## src/rtl/mm_io_responder_pkg.sv

```systemverilog
// mm_io_responder_pkg: shared register map, bit positions and defaults for the MMIO responder
package mm_io_responder_pkg;

    localparam logic [12:0] BASE_DEF = 13'h1800;
    localparam logic [15:0] ID_DEF   = 16'hA55A;

    typedef enum logic [2:0] {
        REG_LED    = 3'd0,
        REG_SW     = 3'd1,
        REG_CNT    = 3'd2,
        REG_CMP    = 3'd3,
        REG_PRESC  = 3'd4,
        REG_CTRL   = 3'd5,
        REG_STATUS = 3'd6,
        REG_ID     = 3'd7
    } reg_idx_e;

    localparam int CTRL_EN    = 0;
    localparam int CTRL_AR    = 1;
    localparam int CTRL_MIE   = 2;
    localparam int CTRL_SIE   = 3;
    localparam int STAT_MATCH = 0;
    localparam int STAT_SWCHG = 1;

    function automatic logic addr_hit(input logic [15:0] a, input logic [12:0] base);
        return a[15:3] == base;
    endfunction

endpackage

```

## src/rtl/mm_io_responder_timer.sv

```systemverilog
// mm_io_responder_timer: prescaled 16-bit up-counter with compare, one-shot/auto-reload and match pulse
module mm_io_responder_timer
    import mm_io_responder_pkg::*;
(
    input  logic        clk,
    input  logic        rst_n,
    input  logic [15:0] i_wdata,
    input  logic        i_cnt_we,
    input  logic        i_cmp_we,
    input  logic        i_presc_we,
    input  logic        i_ctrl_we,
    output logic [15:0] o_cnt,
    output logic [15:0] o_cmp,
    output logic [15:0] o_presc,
    output logic        o_en,
    output logic        o_ar,
    output logic        o_match_set
);

    logic [15:0] r_cnt, r_cmp, r_presc, r_pcnt;
    logic        r_en, r_ar;
    logic        w_tick, w_eq, w_cpu_wins;

    assign w_tick      = r_en && (r_pcnt == r_presc);
    assign w_eq        = r_cnt == r_cmp;
    assign w_cpu_wins  = i_cnt_we | i_ctrl_we;
    assign o_match_set = w_tick && w_eq && !w_cpu_wins;
    assign o_cnt       = r_cnt;
    assign o_cmp       = r_cmp;
    assign o_presc     = r_presc;
    assign o_en        = r_en;
    assign o_ar        = r_ar;

    // Prescaler: restarts on any reconfiguration so the first tick is a full period away
    always_ff @(posedge clk or negedge rst_n) begin
        if (!rst_n)
            r_pcnt <= '0;
        else if (i_cnt_we | i_ctrl_we | i_presc_we)
            r_pcnt <= '0;
        else if (r_en)
            r_pcnt <= w_tick ? 16'd0 : r_pcnt + 16'd1;
    end

    // Timer state: CPU writes to CNT/CTRL override a coincident tick
    always_ff @(posedge clk or negedge rst_n) begin
        if (!rst_n) begin
            r_cnt   <= '0;
            r_cmp   <= 16'hFFFF;
            r_presc <= '0;
            r_en    <= 1'b0;
            r_ar    <= 1'b0;
        end else begin
            if (i_cmp_we)
                r_cmp <= i_wdata;
            if (i_presc_we)
                r_presc <= i_wdata;
            if (i_cnt_we)
                r_cnt <= i_wdata;
            else if (w_tick && !i_ctrl_we)
                r_cnt <= w_eq ? (r_ar ? 16'd0 : r_cnt) : r_cnt + 16'd1;
            if (i_ctrl_we) begin
                r_en <= i_wdata[CTRL_EN];
                r_ar <= i_wdata[CTRL_AR];
            end else if (o_match_set && !r_ar)
                r_en <= 1'b0;
        end
    end

endmodule

```

## src/rtl/mm_io_responder.sv

```systemverilog
// mm_io_responder: memory-mapped LED/switch/timer/interrupt block at 0xC000-0xC007
module mm_io_responder
    import mm_io_responder_pkg::*;
#(
    parameter logic [12:0] BASE   = BASE_DEF,
    parameter int          LED_W  = 10,
    parameter int          SW_W   = 10,
    parameter logic [15:0] ID_VAL = ID_DEF
) (
    input  logic             clk,
    input  logic             rst_n,
    input  logic [15:0]      addr,
    input  logic [15:0]      wdata,
    input  logic             mm_we,
    input  logic             mm_re,
    output logic [15:0]      rdata,
    input  logic [SW_W-1:0]  sw,
    output logic [LED_W-1:0] ledr,
    output logic             irq
);

    logic [LED_W-1:0] r_led;
    logic [SW_W-1:0]  r_sync1, r_sync2, r_sw_q;
    logic             r_mie, r_sie, r_match, r_swchg, r_irq;
    logic             w_hit, w_wr;
    reg_idx_e         w_idx;
    logic [15:0]      w_cnt, w_cmp, w_presc;
    logic             w_en, w_ar, w_match_set, w_swchg_set, w_st_we;

    assign w_hit       = addr_hit(addr, BASE);
    assign w_idx       = reg_idx_e'(addr[2:0]);
    assign w_wr        = w_hit && mm_we;
    assign w_st_we     = w_wr && w_idx == REG_STATUS;
    assign w_swchg_set = r_sync2 != r_sw_q;
    assign ledr        = r_led;
    assign irq         = r_irq;

    mm_io_responder_timer u_timer (
        .clk         (clk),
        .rst_n       (rst_n),
        .i_wdata     (wdata),
        .i_cnt_we    (w_wr && w_idx == REG_CNT),
        .i_cmp_we    (w_wr && w_idx == REG_CMP),
        .i_presc_we  (w_wr && w_idx == REG_PRESC),
        .i_ctrl_we   (w_wr && w_idx == REG_CTRL),
        .o_cnt       (w_cnt),
        .o_cmp       (w_cmp),
        .o_presc     (w_presc),
        .o_en        (w_en),
        .o_ar        (w_ar),
        .o_match_set (w_match_set)
    );

    // Two-flop synchronizer plus a registered copy used for reads and change detection
    always_ff @(posedge clk or negedge rst_n) begin
        if (!rst_n) begin
            r_sync1 <= '0;
            r_sync2 <= '0;
            r_sw_q  <= '0;
        end else begin
            r_sync1 <= sw;
            r_sync2 <= r_sync1;
            r_sw_q  <= r_sync2;
        end
    end

    // CPU-writable registers; status bits are W1C with hardware set taking priority
    always_ff @(posedge clk or negedge rst_n) begin
        if (!rst_n) begin
            r_led   <= '0;
            r_mie   <= 1'b0;
            r_sie   <= 1'b0;
            r_match <= 1'b0;
            r_swchg <= 1'b0;
        end else begin
            if (w_wr && w_idx == REG_LED)
                r_led <= wdata[LED_W-1:0];
            if (w_wr && w_idx == REG_CTRL) begin
                r_mie <= wdata[CTRL_MIE];
                r_sie <= wdata[CTRL_SIE];
            end
            r_match <= w_match_set | (r_match & ~(w_st_we & wdata[STAT_MATCH]));
            r_swchg <= w_swchg_set | (r_swchg & ~(w_st_we & wdata[STAT_SWCHG]));
        end
    end

    // Interrupt is registered, trailing the status bits by one cycle
    always_ff @(posedge clk or negedge rst_n) begin
        if (!rst_n)
            r_irq <= 1'b0;
        else
            r_irq <= (r_match & r_mie) | (r_swchg & r_sie);
    end

    // Side-effect-free combinational read mux
    always_comb begin
        rdata = '0;
        if (w_hit && mm_re)
            case (w_idx)
                REG_LED:    rdata = 16'(r_led);
                REG_SW:     rdata = 16'(r_sw_q);
                REG_CNT:    rdata = w_cnt;
                REG_CMP:    rdata = w_cmp;
                REG_PRESC:  rdata = w_presc;
                REG_CTRL:   rdata = {12'd0, r_sie, r_mie, w_ar, w_en};
                REG_STATUS: rdata = {14'd0, r_swchg, r_match};
                REG_ID:     rdata = ID_VAL;
                default:    rdata = '0;
            endcase
    end

endmodule

```

## config.mk

```make
export PLATFORM = sky130hd
export DESIGN_NAME = mm_io_responder
export DESIGN_NICKNAME = d
export VERILOG_FILES = /design/src/rtl/mm_io_responder_pkg.sv /design/src/rtl/mm_io_responder_timer.sv /design/src/rtl/mm_io_responder.sv
export SDC_FILE = /design/constraint.sdc
export NUM_CORES = 1
export LEC_CHECK = 0
export CAP_MARGIN = 5
export CORE_MARGIN = 4
export CORE_UTILIZATION = 60
export DETAILED_ROUTE_END_ITERATION = 8
export PLACE_DENSITY = 0.85
export SYNTH_ARGS = -nofsm -noshare
export SYNTH_HDL_FRONTEND = slang
export SYNTH_SLANG_ARGS = --single-unit
```

## constraint.sdc

```tcl
create_clock -name clk -period 7.95 [get_ports clk]
set_clock_uncertainty 0.05 [all_clocks]
set_input_delay 2.385 -clock clk [delete_from_list [all_inputs] [get_ports clk]]
set_output_delay 2.385 -clock clk [all_outputs]
set_load 0.005 [all_outputs]
```

* Word-level counts from Yosys, hierarchy flattened
Index checks and enable logic that the tools add are counted.
** Operators by class
- Mux-type cells :: 11
- Bitwise gates (word level) :: 13
- Reduce and logical (&&, ||, !) cells :: 21
- Add/subtract/negate cells :: 2
- Equality and inequality tests :: 12
** Operators by type and width (count)
- $mux W16 :: 8
- $pmux W16 S8 :: 1
- $add A16 B1 Y16 const B :: 2
- $eq A16 B16 Y1 :: 2
- $eq A13 B13 Y1 const B :: 1
- $logic_and A1 B1 Y1 :: 13
- $eq A3 B3 Y1 const B :: 4
- $ne A10 B10 Y1 :: 1
- $and A1 B1 Y1 :: 6
- $eq A3 B2 Y1 const B :: 2
- $reduce_bool A2 Y1 :: 3
- $or A1 B1 Y1 :: 5
- $eq A3 B1 Y1 const B :: 1
- $logic_not A1 Y1 :: 3
- $logic_not A3 Y1 :: 1
- $ne A3 B1 Y1 const B :: 1
- $mux W1 :: 2
- $not A1 Y1 :: 2
- $reduce_and A2 Y1 :: 1
** Storage, ports and cells
- Word-level logic and storage cells :: 74
- Register bits :: 111

* Logic depth before layout (Yosys ltp)
- Depth after elaboration :: 9
- Depth in mapped cells :: 9
- Mapped depth without buffers :: 7

* Modules after synthesis
Synthesis repeated with hierarchy kept, for this count alone.
** Second synthesis, totals
- Cell total of the unflattened synthesis :: 537
- Area, all modules :: 5804.3 um^2
** Modules (own cells, without submodules)
- mm_io_responder_timer :: cells each 330, area each 3568.4 um^2, times used 1
- mm_io_responder :: cells each 207, area each 2235.9 um^2, times used 1

* Least setup slack after synthesis
OpenSTA, ideal clock, no wires.
- Kind :: input-to-output
- Start :: input addr[0]
- End :: output rdata[1]
- Buffers on the path :: 3
- Slack :: 1.799 ns
- Cell stages on the path :: 5
- Arrival time :: 3.716 ns
- Cell sequence :: clkbuf_1 clkbuf_1 buf_1 nor2_1 a2111oi_0
** Between the ends
- Word-level cells in the longest chain between the ends :: 3
- Elaborated cells on any way between the ends :: 10
** RTL lines
- start, declared :: line mm_io_responder.sv:12 : input logic [15:0] addr,
- $eq A3 B3 Y1 (tied with other cells) :: line mm_io_responder.sv:99 : case (w_idx)
- $pmux W16 S8 * :: line mm_io_responder.sv:99
- $mux W16 * :: line mm_io_responder.sv:98 : if (w_hit && mm_re)
- end, declared :: line mm_io_responder.sv:16 : output logic [15:0] rdata,
Every way passes the cells marked *; elsewhere a longest branch is shown, timed or not.

* Worst setup path in the final report
- Start :: input addr[10]
- End :: output rdata[6]
** Between the ends
- Word-level cells in the longest chain between the ends :: 3
** RTL lines
- $eq A13 B13 Y1 :: line mm_io_responder_pkg.sv:26 : return a[15:3] == base;
- $logic_and A1 B1 Y1 :: line mm_io_responder.sv:98
- $mux W16 :: line mm_io_responder.sv:98
No other way between the ends.

==> flow_metrics.env <==
export IMPL_setup_violations=0
export IMPL_cts_max_level=3
export IMPL_finalSetupTns_ps=0
export IMPL_first_pass_iters=6
export IMPL_ys_seq_area_share_pct=47.0
export IMPL_cts_sinks=111
export IMPL_drv_slew=0
export IMPL_routedWlPerCell_um=21.1
export IMPL_port_buffers=72
export IMPL_vias=4755
export IMPL_r2r_end="u_timer.o_cnt[1]$_DFFE_PN0P_"
export IMPL_yosysWarnings=0
export IMPL_rsz0062_at_grt="false"
export IMPL_antenna_cells=0
export IMPL_clk_latency_ps=380
export IMPL_n_fill_cell=701
export IMPL_reg2reg_depth=6
export IMPL_cts_setup_buffers=0
export IMPL_clk_path_buf_depth=2
export IMPL_regToRegSetupSlack_ps=4900
export IMPL_hp_start="r_sync1[5]$_DFF_PN0_"
export IMPL_ir_worst_vdd_v=0.000129
export IMPL_core_area_um2=9730
export IMPL_tritoncts_num_buffers=9
export IMPL_hold_class="register to register"
export IMPL_synth_async_reset_ratio_pct=100
export IMPL_ant_nets=0
export IMPL_period_needed_ps=7380
export IMPL_critPathArrivalTime_ps=4950
export IMPL_grt_usage_pct=28.0
export IMPL_grt_pass1_vias=4623
export IMPL_synth_area_per_cell_um2=10.7
export IMPL_end_kind="output pin"
export IMPL_drv_cap=0
export IMPL_grt_max_degree=91
export IMPL_final_common_cell="dfrtp_1"
export IMPL_synth_seq_cells=111
export IMPL_hold_viol_final=0
export IMPL_grt_first_pass_wirelength_mm=24.8
export IMPL_antenna_found_initial=0
export IMPL_post_dp_hpwl_mm=11.6
export IMPL_grt_overflow=0
export IMPL_chipWidth_um=108
export IMPL_p_per_area_nw_per_um2=151
export IMPL_drtIter0Drc=446
export IMPL_synth_fp_nets=604
export IMPL_p_leak_nw=2.90
export IMPL_final_cell_mix="dfrtp_1, clkdlybuf4s50_1, nor2_1"
export IMPL_whs_path_depth=0
export IMPL_clk_pin_slew_ps=100
export IMPL_crit_path_start_kind="input pin"
export IMPL_placedInstanceArea_um2=6710
export IMPL_cts_tree="built"
export IMPL_clockRootBuffer="clkbuf_8"
export IMPL_outcome="complete, no violations"
export IMPL_synth_edf_count=0
export IMPL_crit_fanout=10
export IMPL_route_detailed_drc=0
export IMPL_max_freq_mhz=135
export IMPL_period_share_pct=92.9
export IMPL_synth_ff_type="dfrtp_1"
export IMPL_routabilityCongestion=0.896
export IMPL_crit_type="input pin to output pin"
export IMPL_io_pins=73
export IMPL_timing_slew_headroom_pct=14.3
export IMPL_stdcell_area_um2=6940
export IMPL_rows=36
export IMPL_via_per_inst=6.32
export IMPL_worstReg2RegStart="u_timer.o_cnt[6]$_DFFE_PN0P_"
export IMPL_netlist_area_um2=5950
export IMPL_totalWireLength_mm=15.9
export IMPL_worst_pin_slew_ps=1280
export IMPL_synthCells=556
export IMPL_syn_to_final_growth_pct=16.8
export IMPL_hold_path_end="r_sync2[5]$_DFF_PN0_"
export IMPL_post_synth_num_cell_types=67
export IMPL_initial_core_util_pct=61.1
export IMPL_crit_required_ps=5520
export IMPL_drive_gt1_share_pct=17.8
export IMPL_nets=662
export IMPL_die_h_um=108
export IMPL_dieArea_um2=11600
export IMPL_cts_resized_gates=0
export IMPL_cts_hold_buf=0
sequential cells by signal (all words and copies together), names as in the netlist:
register / flops
u_timer.o_cmp: 16
u_timer.r_pcnt: 16
u_timer.o_presc: 16
u_timer.o_cnt: 16
ledr: 10
u_timer.o_en: 1
irq: 1
r_sw_q: 10
r_sie: 1
r_sync1: 10
r_swchg: 1
r_mie: 1
u_timer.o_ar: 1
r_sync2: 10
r_match: 1
layer usage:
metal / vias to the layer above / part of all wire, % / track usage, % / wire [um]
li1: 2132 / - / - / -
met1: 2338 / 41 / 38.1 / 6440
met2: 248 / 49 / 45.1 / 7710
met3: 37 / 8.1 / 5.40 / 1290
met4: 0 / 2.6 / 9.65 / 415
met5: - / 0 / 0 / 0
final cells by class:
| type | instances | area, um^2 | area share (%) |
|---|---|---|---|
| clock buffers | 10 | 138 | 1.98 |
| clock inverters | 6 | 98.8 | 1.42 |
| inverters | 8 | 30.0 | 0.432 |
| multi-input cells | 405 | 2940 | 42.4 |
| flip-flops and latches | 111 | 2800 | 40.3 |
| well taps | 133 | 166 | 2.40 |
| repair buffers | 79 | 771 | 11.1 |
cell usage after synthesis, drive strengths merged, types with 5 or more instances:
cell type,number,area [um^2]
and3,14,87.6
nand3,20,105
a21oi,19,95.1
inv,8,30.0
a221oi,6,83.8
dfstp,16,420
nor4,8,65.1
a211oi,8,60.1
xnor2,21,184
a31o,5,43.8
mux2i,14,140
dfrtp,95,2380
mux2,49,552
nor3,10,77.6
buf,23,143
nand2,27,101
nand4,18,134
nor2,66,250
xor2,27,236
a22oi,7,52.6
o21ai,12,60.1
clkbuf,9,33.8
a22o,6,52.6
nand2b,5,31.3
nor2b,10,62.6
per-stage QoR:
stage,util (%),setup slack (ps),hold WS [ps],std cells,total power [W]
floorplan,-,1800,281,556,0.000614
global placement,68.9,691,281,736,0.000662
detailed placement,68.9,601,285,736,0.000665
CTS,71.4,587,310,752,0.00106
global route,71.4,418,315,752,0.00108
finish,71.4,566,308,752,0.00105
logic make-up after synthesis:
group / share of synthesized area (%)
mux: 11.6
buf+inv: 3.47
compound gates: 11.6
fa+ha+maj: 0.421
simple gates: 18.7
xor+xnor: 7.07
flops: 47.0
power by group:
part	switching, W	total, W	leakage [nW]	internal (W)
Clock	0.000203	0.000394	0.117	0.000192
Combinational	0.0000426	0.0000770	1.43	0.0000345
Sequential	0.00000527	0.000578	1.35	0.000573
worst max path at each step:
| stage | startpoint | endpoint | slack [ps] | cells after the start |
|---|---|---|---|---|
| after detailed placement | addr[10] | rdata[6] | 600 | 5 |
| after CTS | addr[10] | rdata[6] | 590 | 5 |
| after global placement | addr[2] | rdata[6] | 690 | 5 |
| after floorplan | addr[0] | rdata[1] | 1800 | 5 |
| final | addr[10] | rdata[6] | 570 | 5 |
| after global routing | addr[10] | rdata[6] | 420 | 5 |
critical path, stage by stage:
cell	delay, ps
clkdlybuf4s50_1	490
nor4b_1	490
nand3_1	410
a2111oi_0	560
clkdlybuf4s50_1	610
(Power assumes the default switching activity.)
